$ cat config.mk
export PLATFORM = sky130hd
export DESIGN_NAME = pool2x2_stream
export DESIGN_NICKNAME = d
export VERILOG_FILES = /design/src/rtl/cnn_pkg.sv /design/src/rtl/pool_line_buffer.sv /design/src/rtl/pool2x2_stream.sv
export SDC_FILE = /design/constraint.sdc
export NUM_CORES = 1
export LEC_CHECK = 0
export ABC_AREA = 1
export BUFFER_PORTS_ARGS = -buffer_cell sky130_fd_sc_hd__buf_4
export CORE_ASPECT_RATIO = 1.25
export CORE_MARGIN = 1
export CORE_UTILIZATION = 56
export CTS_CLUSTER_DIAMETER = 150
export DETAILED_ROUTE_END_ITERATION = 16
export GPL_TIMING_DRIVEN = 0
export HOLD_SLACK_MARGIN = 0.06
export PLACE_DENSITY = 0.76
export RECOVER_POWER = 100
export SKIP_LAST_GASP = 1
export SYNTH_ARGS = -nofsm -noshare
export SYNTH_HDL_FRONTEND = slang
export SYNTH_HIERARCHICAL = 1
export SYNTH_SLANG_ARGS = --single-unit
$ cat constraint.sdc
create_clock -name clk -period 3.45 [get_ports clk]
set_input_delay 0.69 -clock clk [delete_from_list [all_inputs] [get_ports clk]]
set_output_delay 0.69 -clock clk [all_outputs]
set_load 0.02 [all_outputs]
$ cat src/rtl/cnn_pkg.sv
// rtl/cnn_pkg.sv - shared CNN datapath constants, row-state enum and signed max helper
package cnn_pkg;

  localparam int DEF_DATA_WIDTH = 16;
  localparam int DEF_IMG_WIDTH  = 28;
  localparam int DEF_IMG_HEIGHT = 28;

  // Widest operand the max helper accepts; callers sign-extend into it.
  localparam int SMAX_W = 32;

  typedef enum logic [1:0] {
    EVEN_ROW,
    ODD_ROW,
    SKIP_ROW
  } row_state_t;

  function automatic logic signed [SMAX_W-1:0] smax(
    input logic signed [SMAX_W-1:0] a,
    input logic signed [SMAX_W-1:0] b
  );
    return (a > b) ? a : b;
  endfunction

endpackage

$ cat src/rtl/pool_line_buffer.sv
// rtl/pool_line_buffer.sv - simple dual-port half-row buffer of pair results, unreset storage
module pool_line_buffer #(
  parameter int DEPTH = 14,
  parameter int WIDTH = 16,
  parameter int AW    = (DEPTH > 1) ? $clog2(DEPTH) : 1
) (
  input  logic             i_clk,
  input  logic             i_wr_en,
  input  logic [AW-1:0]    i_wr_addr,
  input  logic [WIDTH-1:0] i_wr_data,
  input  logic [AW-1:0]    i_rd_addr,
  output logic [WIDTH-1:0] o_rd_data
);

  logic [WIDTH-1:0] r_mem [DEPTH];

  always_ff @(posedge i_clk) begin
    if (i_wr_en) begin
      r_mem[i_wr_addr] <= i_wr_data;
    end
  end

  assign o_rd_data = r_mem[i_rd_addr];

endmodule

$ cat src/rtl/pool2x2_stream.sv
// rtl/pool2x2_stream.sv - streaming 2x2 stride-2 pooling; max by default, average when POOL2X2_AVG_EN is defined
module pool2x2_stream
  import cnn_pkg::*;
#(
  parameter int DATA_WIDTH = DEF_DATA_WIDTH,
  parameter int IMG_WIDTH  = DEF_IMG_WIDTH,
  parameter int IMG_HEIGHT = DEF_IMG_HEIGHT
) (
  input  logic                         clk,
  input  logic                         rst,
  input  logic                         valid_in,
  input  logic signed [DATA_WIDTH-1:0] data_in,
  output logic signed [DATA_WIDTH-1:0] data_out,
  output logic                         valid_out,
  output logic                         frame_done
);

  localparam int HALF_W = IMG_WIDTH / 2;
  localparam int AW     = (HALF_W > 1) ? $clog2(HALF_W) : 1;
  localparam int CW     = $clog2(IMG_WIDTH);
  localparam int RW     = $clog2(IMG_HEIGHT);
  localparam bit ODD_H  = (IMG_HEIGHT % 2) == 1;
`ifdef POOL2X2_AVG_EN
  localparam int LB_W   = DATA_WIDTH + 1;
`else
  localparam int LB_W   = DATA_WIDTH;
`endif

  row_state_t                   r_state;
  logic [CW-1:0]                r_col;
  logic [RW-1:0]                r_row;
  logic signed [DATA_WIDTH-1:0] r_h_reg;

  logic                         w_last_col;
  logic                         w_last_row;
  logic                         w_pair_col;
  logic                         w_lb_we;
  logic                         w_win_done;
  logic [AW-1:0]                w_lb_addr;
  logic signed [LB_W-1:0]       w_pair;
  logic signed [LB_W-1:0]       w_lb_rd;
  logic signed [DATA_WIDTH-1:0] w_win;

  assign w_last_col = (r_col == CW'(IMG_WIDTH - 1));
  assign w_last_row = (r_row == RW'(IMG_HEIGHT - 1));
  // An odd trailing column lands on an even index, so it never forms a pair.
  assign w_pair_col = r_col[0];
  assign w_lb_addr  = AW'(r_col >> 1);
  assign w_lb_we    = valid_in && w_pair_col && (r_state == EVEN_ROW);
  assign w_win_done = valid_in && w_pair_col && (r_state == ODD_ROW);

`ifdef POOL2X2_AVG_EN
  logic signed [DATA_WIDTH+1:0] w_win_sum;
  logic signed [DATA_WIDTH+1:0] w_win_avg;

  assign w_pair    = LB_W'(r_h_reg) + LB_W'(data_in);
  assign w_win_sum = (DATA_WIDTH + 2)'(w_lb_rd) + (DATA_WIDTH + 2)'(w_pair);
  assign w_win_avg = w_win_sum >>> 2;
  assign w_win     = DATA_WIDTH'(w_win_avg);
`else
  assign w_pair = LB_W'(smax(SMAX_W'(r_h_reg), SMAX_W'(data_in)));
  assign w_win  = DATA_WIDTH'(smax(SMAX_W'(w_lb_rd), SMAX_W'(w_pair)));
`endif

  pool_line_buffer #(
    .DEPTH (HALF_W),
    .WIDTH (LB_W),
    .AW    (AW)
  ) u_line_buffer (
    .i_clk     (clk),
    .i_wr_en   (w_lb_we),
    .i_wr_addr (w_lb_addr),
    .i_wr_data (w_pair),
    .i_rd_addr (w_lb_addr),
    .o_rd_data (w_lb_rd)
  );

  always_ff @(posedge clk or posedge rst) begin
    if (rst) begin
      r_state    <= EVEN_ROW;
      r_col      <= '0;
      r_row      <= '0;
      r_h_reg    <= '0;
      data_out   <= '0;
      valid_out  <= 1'b0;
      frame_done <= 1'b0;
    end else begin
      valid_out  <= 1'b0;
      frame_done <= 1'b0;
      if (valid_in) begin
        if (!w_pair_col) begin
          r_h_reg <= data_in;
        end
        if (w_win_done) begin
          data_out  <= w_win;
          valid_out <= 1'b1;
        end
        if (w_last_col) begin
          r_col <= '0;
          if (w_last_row) begin
            r_row      <= '0;
            r_state    <= EVEN_ROW;
            frame_done <= 1'b1;
          end else begin
            r_row <= r_row + RW'(1);
            case (r_state)
              EVEN_ROW: r_state <= ODD_ROW;
              ODD_ROW:  r_state <= (ODD_H && (r_row == RW'(IMG_HEIGHT - 2))) ? SKIP_ROW : EVEN_ROW;
              default:  r_state <= EVEN_ROW;
            endcase
          end
        end else begin
          r_col <= r_col + CW'(1);
        end
      end
    end
  end

endmodule

Yosys cells after proc, flatten, opt, wreduce, memory -nomap -nowiden. Memory sizes are Yosys's and may differ from the RTL's. Cells that the tools add are included.

Logic and storage cells: 36. Register bits: 46. Bits of input ports: 19. Latch bits: 0. Bits in writable memories: 224. Memories kept: 1. Bits in read-only memories: 0.

Bitwise operators: 1. Add/sub/neg operators: 2. Equal/unequal tests: 3. Muxes and demuxes: 13. $lt $le $gt $ge: 2. Divide/modulo/power cells: 0. $mul: 0. Reduce and logical (&&, ||, !) cells: 7. Shift-type cells: 0.

Memories: u_line_buffer.r_mem (words 14, bits a word 16, read ports 1, clocked after Yosys merged registers in 0, write ports 1, line pool_line_buffer.sv:15) `logic [WIDTH-1:0] r_mem [DEPTH];`.

Operators with widths (number): > comparator 16 bit (2); two-way mux 16 bit (2); adder 5 x 1 -> 5 bit, second input constant (2); equality test 5 bit, second input constant (2); two-way mux 5 bit (2); two-way mux 1 bit (9); AND reduction 2 bit (3); logical AND 1 bit (3); equality test 2 x 1 -> 1 bit, second input constant (1); zero test 2 bit (1); NOT 1 bit (1).

Depth between registers and ports, before layout. Gate-level depths: netlist of the first run.

Depth in word-level cells: 4. Mapped depth: 33. Mapped depth without buffers: 31.

Cells and area by module. Netlist of the first run, hierarchy kept.

Modules (own cells, without submodules): pool_line_buffer (seq. area each 6726.5 um^2, instances 1, area each 9421.5 um^2, cells each 867); pool2x2_stream (seq. area each 1126.1 um^2, instances 1, area each 3275.6 um^2, cells each 467).

Least setup slack after synthesis of the first run. No wires, ideal clock.

Path type: input-to-reg. From: input data_in[15]. To: register data_out[0]. Path slack: -266 ps. Cell stages on the path: 22. Required time: 3334 ps. Arrival time: 3600 ps. Cells stage by stage: inv_1 > ha_1 > a21oi_1 > o21ai_0 > a21oi_1 > nand2_1 > nand2_4 > buf_2 > nand4_1 > nand2_1 > inv_1 > ha_1 > a21o_1 > nor2_1 > nand2_1 > nand2_1 > nand3_2 > nand3_2 > buf_2 > nand3_1 > nand2_1 > nand2_1.

Cells in the longest elaborated chain, start to end: 4.

RTL lines: start, declared (line pool2x2_stream.sv:12) `input logic signed [DATA_WIDTH-1:0] data_in,`; > comparator 16 bit (line cnn_pkg.sv:21) `return (a > b) ? a : b;`; two-way mux 16 bit (line cnn_pkg.sv:21); via w_pair[7] (line pool2x2_stream.sv:40) `logic signed [LB_W-1:0] w_pair;`; > comparator 16 bit (line cnn_pkg.sv:21); two-way mux 16 bit (line cnn_pkg.sv:21); end signal, assigned (line pool2x2_stream.sv:95) `data_out <= w_win;`; end, declared (line pool2x2_stream.sv:13) `output logic signed [DATA_WIDTH-1:0] data_out,`.

The timed path passes the listed nets, and every way through them passes these cells. A chain may end at the register's enable or synchronous reset.

Worst setup path after layout of the first run.
From: register r_h_reg[13]. To: register data_out[8].

Cells in the longest elaborated chain, start to end: 4.

RTL lines: start, declared (line pool2x2_stream.sv:32) `logic signed [DATA_WIDTH-1:0] r_h_reg;`; start signal, assigned (line pool2x2_stream.sv:92) `r_h_reg <= data_in;`; > comparator 16 bit (line cnn_pkg.sv:21); two-way mux 16 bit (line cnn_pkg.sv:21); via w_pair[10] (line pool2x2_stream.sv:40); > comparator 16 bit (line cnn_pkg.sv:21); two-way mux 16 bit (line cnn_pkg.sv:21).

The timed path passes the listed nets, and every way through them passes these cells.

==> key figures, run 1 <==
Yosys
  • Top post-synthesis cells by area: edfxtp_1, nand2_1, dfrtp_1, nand3_1, inv_1
  • Post-synth cell types: 27
  • Synth async-reset ratio: 0.167
  • Yosys warns: 6
  • Top-area cell type share of the netlist area: 0.530
  • Seq/Total Area, Yosys: 0.618
  • Synth area leader: edfxtp_1
  • Syn_nets: roughly 1400
  • #FFs+latches synth: about 270
  • Post-synth EDFFs: approximately 220
  • Post-Synthesis Cells: ~1300
  • Main flop type after synthesis: edfxtp_1
  • Average size of a mapped cell: 9.52 um^2
  • Mapped Area: between 0.01 and 0.015 mm^2

STA
  • Clock skew: between 0.015 and 0.02 ns
  • RSZ-0062 raised after global routing: true
  • Worst Setup Slack, final: -0.187 ns
  • Setup Viol. Count Final: 16
  • Final period util: 1.05
  • Final min period: approximately 3.6 ns
  • Fin Hold WS: between 0.2 and 0.25 ns
  • TNS Setup: -1.88 ns
  • Final Hold Viols: 0
  • Max Freq: ~0.27 GHz
  • Worst relative slew slack: -0.169
  • Pins Over Slew Limit: 32
  • Worst slew pin tran: 1.75 ns

Layout
  • Share of layout cells above drive strength 1: 0.168
  • Commonest non-fill, non-tap cell in the layout: nand2_1
  • Most frequent cells in the layout: nand2_1, edfxtp_1, inv_1
  • Multi-input gate area: approximately 0.0044 mm^2
  • Max FFs per register: about 220
  • Finished Core Util: 0.681
  • FF+latch area: just under 0.008 mm^2
  • Antenna cells: 0
  • Layout area overhead: 19.2%
  • Fill count: 1546
  • Total Nets Final: roughly 1500

Floorplanning
  • DIE HEIGHT: ~170 um
  • Starting Density: 0.572
  • I/O pins: 37
  • Die W: 137 um
  • FP Rows: 61
  • Core ar.: roughly 0.022 mm^2
  • Die area: roughly 0.023 mm^2

Critical path
  • FF-to-FF path depth: 21
  • Critical Path RT: between 3 and 4 ns
  • CP endpoint kind: register
  • Cell repeated most along the worst path: nand2_4
  • Crit-path cells: ha_1, a21oi_2, o21ai_1, a21oi_2, nand2_4, nand2_8, buf_6, nand4_1, nand2_4, inv_1, ha_1, nand4_1, nor2_2, nand2_2, nand2_2, nand2_4, nand3_4, buf_6, nand3_2, nand2_1, nand2_1
  • Worst reg-to-reg setup slack: -0.19 ns
  • R2r endpoint: data_out[8]$_DFFE_PP0P_
  • Critical Path Max Stage Delay: roughly 0.42 ns
  • Critical path type: register to register
  • Last element of the critical path: data_out[8]$_DFFE_PP0P_
  • Startpoint types: register
  • Crit-path slowest cell: dfrtp_1
  • Worst EP arrival: 4.07 ns
  • Crit path max fanout: 8
  • CP startpoint: r_h_reg[13]$_DFFE_PP0P_
  • Reg-to-Reg Start: r_h_reg[13]$_DFFE_PP0P_

Routing
  • Drt total wl: roughly 35 mm
  • Initial DRC Count: approximately 1100
  • Drt wl/cell: between 20 and 25 um
  • Metal2 WL: ~17 mm
  • DRT antenna net count: 0
  • Met3 wire len: approximately 3.0 mm
  • M1 WL: roughly 13 mm
  • Top Layer Used: met4
  • Vias: about 10000
  • Vias per std cell: roughly 5.7
  • DRT Pass-1 Iters: 6
  • DRC viols: 0

CTS
  • Reg clk slew, reported paths: around 0.06 ns
  • Clock Latency Late Sink: 0.55 ns
  • Root Driver: clkbuf_16
  • TritonCTS clock tree: done
  • Total CTS buffers: 26
  • H-tree depth: 1
  • Clk sinks: between 200 and 300
  • Maximum clock path buffer count: 3
  • # hold bufs at CTS: 0

Placement
  • GP Congestion: 0.918
  • DPL Wire Length: between 20 and 25 mm
  • IO buf count: 35

Power and ir drop
  • Power, Total: 13.9 mW
  • Leakage Power: slightly below 7 nW
  • Peak supply drop: 0.000635 V
  • PD cells: slightly above 900 mW/mm^2

Global routing
  • Largest net degree at the start of global routing: 32
  • Grt total ovfl: 0
  • Vias in the first global route: ~9600
  • Gr usage total: 0.303
  • Initial antenna violation count: 0
  • First-pass GRT wire length: around 52 mm

Flow run
  • Max-cap violation count: 1

Status
  • Outcome: finished, violations left
  • Violated checks: capacitance limit, slew limit, setup timing

Hold path
  • Hold Path Class: input port to async pin
[through the flow]
step	area (um^2)	cells	setup WS [ns]
floorplan	13000	1334	0.00371
global placement	13600	1652	-0.897
detailed placement	13700	1659	-0.961
CTS	14800	1729	0.0104
global route	15100	1751	-0.341
finish	15100	1751	-0.187
[cells in the mapped netlist (3+ instances only)]
master and n:
a21oi_1 41, buf_1 5, buf_2 25, buf_4 8, buf_6 6, clkbuf_1 14
dfrtp_1 45, edfxtp_1 224, ha_1 34, inv_1 183, nand2_1 484, nand2_2 3
nand3_1 142, nand3_2 4, nand4_1 37, nor2_1 36, nor3_1 4, o21ai_0 21
o21ai_1 8
[critical path: cells and delay by family (launching register included)]
| family | cells | cell delay [ns] |
|---|---|---|
| AND/OR/NAND/NOR | 13 | 1.60 |
| adder cells (fa/ha/maj) | 2 | 0.63 |
| AO/OA/AOI/OAI | 3 | 0.52 |
| flip-flops | 1 | 0.42 |
| buffers and inverters | 3 | 0.33 |
[cell type report]
cell class / count / share of cell area
flip-flops and latches: 269 / 0.519
multi-input cells: 822 / 0.290
clock buffers: 35 / 0.0465
inverters: 185 / 0.0460
repair buffers: 87 / 0.0417
plain buffers: 58 / 0.0244
well taps: 283 / 0.0234
clock inverters: 12 / 0.00885
[power breakdown]
group	total (mW)	switching [mW]	internal (mW)
Combinational	6.77	4.46	2.32
Clock	2.81	1.22	1.59
Sequential	4.29	0.186	4.10
Total	13.9	5.86	8.00
[per-layer routing]
metal / global-route usage / up-vias
li1: - / 4592
met2: 0.497 / 555
met5: 0 / -
met4: 0.182 / 0
met1: 0.381 / 4761
met3: 0.0402 / 132
[how the worst min path moves through the flow]
stage | startpoint | endpoint | slack, ns | cells after the start
6_report | rst | r_h_reg[11]$_DFFE_PP0P_ | 0.22 | 2
5_1_grt | rst | r_h_reg[11]$_DFFE_PP0P_ | 0.26 | 2
4_1_cts | rst | data_out[4]$_DFFE_PP0P_ | 0.12 | 2
3_5_place_dp | data_out[3]$_DFFE_PP0P_ | data_out[3]$_DFFE_PP0P_ | 0.47 | 2
3_3_place_gp | data_out[3]$_DFFE_PP0P_ | data_out[3]$_DFFE_PP0P_ | 0.47 | 2
2_1_floorplan | r_row[2]$_DFFE_PP0P_ | frame_done$_DFF_PP0_ | 0.45 | 1
[repair_timing]
action | in CTS | in global routing
buffers inserted | 21 | 19
pin swaps | 22 | 46
endpoints found under the setup margin | 16 | 16
cloned | 2 | 3
resized for setup | 18 | 61
[logic make-up (layout without fill, tap and decap cells)]
group                      count (synthesis)  in the layout  share of synthesized area
AOI/OAI and AO/OA                         73             73                     0.0295
xor gates and xnor gates                   1              1                   0.000690
adders and majority gates                 34             34                     0.0335
buffers and inverters                    243            377                     0.0802
DFF                                      269            269                      0.618
and+or+nand+nor                          714            714                      0.238
(Power assumes the default switching activity.)
==> run 2, diff against run 1 <==
--- a/config.mk
+++ b/config.mk
@@ -11,11 +11,11 @@
 export CORE_MARGIN = 1
 export CORE_UTILIZATION = 56
 export CTS_CLUSTER_DIAMETER = 150
+export CTS_CLUSTER_SIZE = 16
 export DETAILED_ROUTE_END_ITERATION = 16
 export GPL_TIMING_DRIVEN = 0
 export HOLD_SLACK_MARGIN = 0.06
 export PLACE_DENSITY = 0.76
-export RECOVER_POWER = 100
 export SKIP_LAST_GASP = 1
 export SYNTH_ARGS = -nofsm -noshare
 export SYNTH_HDL_FRONTEND = slang
==> run 2 against run 1 <==
The flow finishes with violations (setup timing). Total power is 3.9% lower. Maximum frequency is 0.92% lower. Highest routed layer unchanged. Routed wire length is 2.5% lower. Largest power group unchanged. Critical path type unchanged.
==> key figures, run 2 (synthesis gave the netlist of run 1 again) <==
CTS
  • Total CTS buffers: 20 (was 26)
  • Reg clk slew, reported paths: 0.08 ns (was 0.06 ns)
  • Clk sinks: 269 (unchanged)
  • Clock Latency Late Sink: 0.51 ns (was 0.55 ns)
  • TritonCTS clock tree: done (unchanged)
  • H-tree depth: 1 (unchanged)
  • Root Driver: clkbuf_16 (unchanged)
  • # hold bufs at CTS: 0 (unchanged)
  • Maximum clock path buffer count: 3 (unchanged)

Power and ir drop
  • Peak supply drop: 0.000501 V (was 0.000635 V)
  • PD cells: 885 mW/mm^2 (was 916 mW/mm^2)
  • Leakage Power: 6.77 nW (was 6.78 nW)

Critical path
  • Critical Path RT: 3.89 ns (was 3.88 ns)
  • Critical path type: register to register (unchanged)
  • WP depth: 23 (was 21)
  • Crit-path cells: ha_1, nand2_1, nor2_1, nor2_1, nand2_1, nand2_2, nand2_2, nand2_4, buf_6, nand4_1, nand2_4, inv_1, ha_1, a21oi_1, a21oi_2, nor2_2, nand2_2, nand2_4, nand3_4, buf_6, nand3_1, nand2_1, nand2_1 (was ha_1, a21oi_2, o21ai_1, a21oi_2, nand2_4, nand2_8, buf_6, nand4_1, nand2_4, inv_1, ha_1, nand4_1, nor2_2, nand2_2, nand2_2, nand2_4, nand3_4, buf_6, nand3_2, nand2_1, nand2_1)
  • Cell repeated most along the worst path: nand2_1 (was nand2_4)
  • Worst Path Buf+Inv: 3 (unchanged)
  • Crit path max fanout: 8 (unchanged)
  • Worst EP arrival: 4.11 ns (was 4.07 ns)
  • Critical Path Max Stage Delay: 0.41 ns (was 0.42 ns)
  • FF-to-FF path depth: 23 (was 21)
  • Critical path's top delay family: simple AND/OR/NAND/NOR gates (unchanged)
  • Startpoint types: register (unchanged)
  • CP endpoint kind: register (unchanged)
  • Crit-path slowest cell: dfrtp_1 (unchanged)

Placement
  • DPL Wire Length: 21.7 mm (unchanged)
  • GP Congestion: 0.918 (unchanged)
  • IO buf count: 35 (unchanged)
  • Placed cell area: 0.0137 mm^2 (unchanged)

Layout
  • Commonest non-fill, non-tap cell in the layout: nand2_1 (unchanged)
  • Antenna cells: 0 (unchanged)
  • Total Nets Final: 1501 (was 1502)
  • Max FFs per register: 224 (unchanged)
  • Most frequent cells in the layout: nand2_1, edfxtp_1, inv_1 (unchanged)
  • Design area: 0.0151 mm^2 (about the same)
  • Share of layout cells above drive strength 1: 0.183 (was 0.168)
  • Layout area overhead: 18.6% (was 19.2%)
  • Fill count: 1599 (was 1546)

Floorplanning
  • DIE HEIGHT: 170 um (unchanged)
  • FP Rows: 61 (unchanged)
  • Starting Density: 0.572 (unchanged)
  • Die W: 137 um (unchanged)
  • Die area: 0.0233 mm^2 (unchanged)
  • I/O pins: 37 (unchanged)
  • Core ar.: 0.0222 mm^2 (unchanged)

STA
  • Setup Viol. Count Final: 16 (unchanged)
  • RSZ-0062 raised after global routing: true (unchanged)
  • Final Hold Viols: 0 (unchanged)
  • Final min period: 3.67 ns (was 3.64 ns)
  • Worst relative slew slack: 0.350 (was -0.169)
  • Max Freq: 0.272 GHz (was 0.275 GHz)
  • Fin Hold WS: 0.154 ns (was 0.219 ns)
  • Pins Over Slew Limit: 0 (was 32)
  • Worst slew pin tran: 0.974 ns (was 1.75 ns)
  • Final period util: 1.06 (was 1.05)
  • Worst Setup Slack, final: -0.221 ns (was -0.187 ns)
  • Clock skew: 0.0144 ns (was 0.0181 ns)
  • TNS Setup: -2.18 ns (was -1.88 ns)

Routing
  • DRT Pass-1 Iters: 6 (unchanged)
  • Drt wl/cell: 19.8 um (was 20.2 um)
  • DRC viols: 0 (unchanged)
  • Vias per std cell: 5.71 (was 5.73)
  • DRT antenna net count: 0 (unchanged)
  • Drt total wl: 34.5 mm (was 35.4 mm)
  • Initial DRC Count: 953 (was 1137)
  • Vias: 9965 (was 10000)

Status
  • Outcome: finished, violations left (unchanged)
  • Violated checks: setup timing (was capacitance limit, slew limit, setup timing)

Global routing
  • Vias in the first global route: 9362 (was 9638)
  • First-pass GRT wire length: 50.3 mm (was 51.6 mm)
  • Initial antenna violation count: 0 (unchanged)
  • Largest net degree at the start of global routing: 32 (unchanged)
  • Grt total ovfl: 0 (unchanged)
  • Gr usage total: 0.295 (was 0.303)

Hold path
  • Hold Path Class: input port to async pin (unchanged)

Flow run
  • Max-cap violation count: 0 (was 1)
-- run 2: power by group --
part | internal [mW] | switching [mW] | total (mW) | leakage, nW
clock | 1.10 | 1.08 | 2.18 | 0.274
combinational | 2.41 | 4.47 | 6.87 | 3.90
sequential | 4.09 | 0.177 | 4.27 | 2.60
total | 7.60 | 5.72 | 13.3 | 6.77
-- run 2: final timing paths --
path                                         start                  endpoint  slack, ns
min in group clk                          valid_in      r_col[0]$_DFFE_PP0P_       0.49
max in group asynchronous                      rst  data_out[13]$_DFFE_PP0P_       2.80
setup / recovery            r_h_reg[7]$_DFFE_PP0P_   data_out[8]$_DFFE_PP0P_      -0.22
hold / removal                                 rst    r_h_reg[1]$_DFFE_PP0P_       0.15
setup reg to reg            r_h_reg[7]$_DFFE_PP0P_   data_out[8]$_DFFE_PP0P_      -0.22
hold reg to reg            data_out[3]$_DFFE_PP0P_   data_out[3]$_DFFE_PP0P_       0.49
-- run 2: what timing repair did --
action                                  4_1_cts  5_1_grt
gates resized for setup                      21       59
cloned                                        2        2
buffers inserted                             24       22
endpoints found under the setup margin       16       16
pin swaps                                    27       49
hold endpoints to repair                      0        0
-- run 2: per-stage QoR --
| step | cells | total power, mW | util | setup slack, ns |
|---|---|---|---|---|
| after floorplan | 1334 | 8.16 | - | 0.00371 |
| after global placement | 1652 | 9.78 | 0.613 | -0.897 |
| after detailed placement | 1659 | 9.96 | 0.618 | -0.961 |
| after CTS | 1721 | 12.5 | 0.658 | 0.0124 |
| after global routing | 1745 | 14.0 | 0.678 | -0.355 |
| final | 1745 | 13.3 | 0.678 | -0.221 |
-- run 2: final cells by class --
class	instances	area (um^2)	share of cell area
Inverter	185	694	0.0461
Multi-Input combinational cell	822	4430	0.294
Timing Repair Buffer	92	773	0.0514
Buffer	58	374	0.0248
Clock inverter	2	21.3	0.00141
Tap cell	283	354	0.0235
Clock buffer	34	553	0.0367
Sequential cell	269	7850	0.522
-- run 2: routing by layer --
metal	track usage	wire, um	part of all wire	up-vias
met5	0	0	0	-
met1	0.374	12700	0.37	4735
met2	0.500	17100	0.49	509
met3	0.0354	2850	0.083	120
li1	-	-	-	4601
met4	0.141	1910	0.055	0
-- run 2: worst reg2reg max path, cell delays in order (launching register included) --
cell	delay [ns]
dfrtp_1	0.41
ha_1	0.31
nand2_1	0.13
nor2_1	0.07
nor2_1	0.12
nand2_1	0.09
nand2_2	0.10
nand2_2	0.07
nand2_4	0.12
buf_6	0.13
nand4_1	0.21
nand2_4	0.15
inv_1	0.05
ha_1	0.33
a21oi_1	0.23
a21oi_2	0.09
nor2_2	0.21
nand2_2	0.10
nand2_4	0.13
nand3_4	0.12
buf_6	0.16
nand3_1	0.11
nand2_1	0.10
nand2_1	0.09
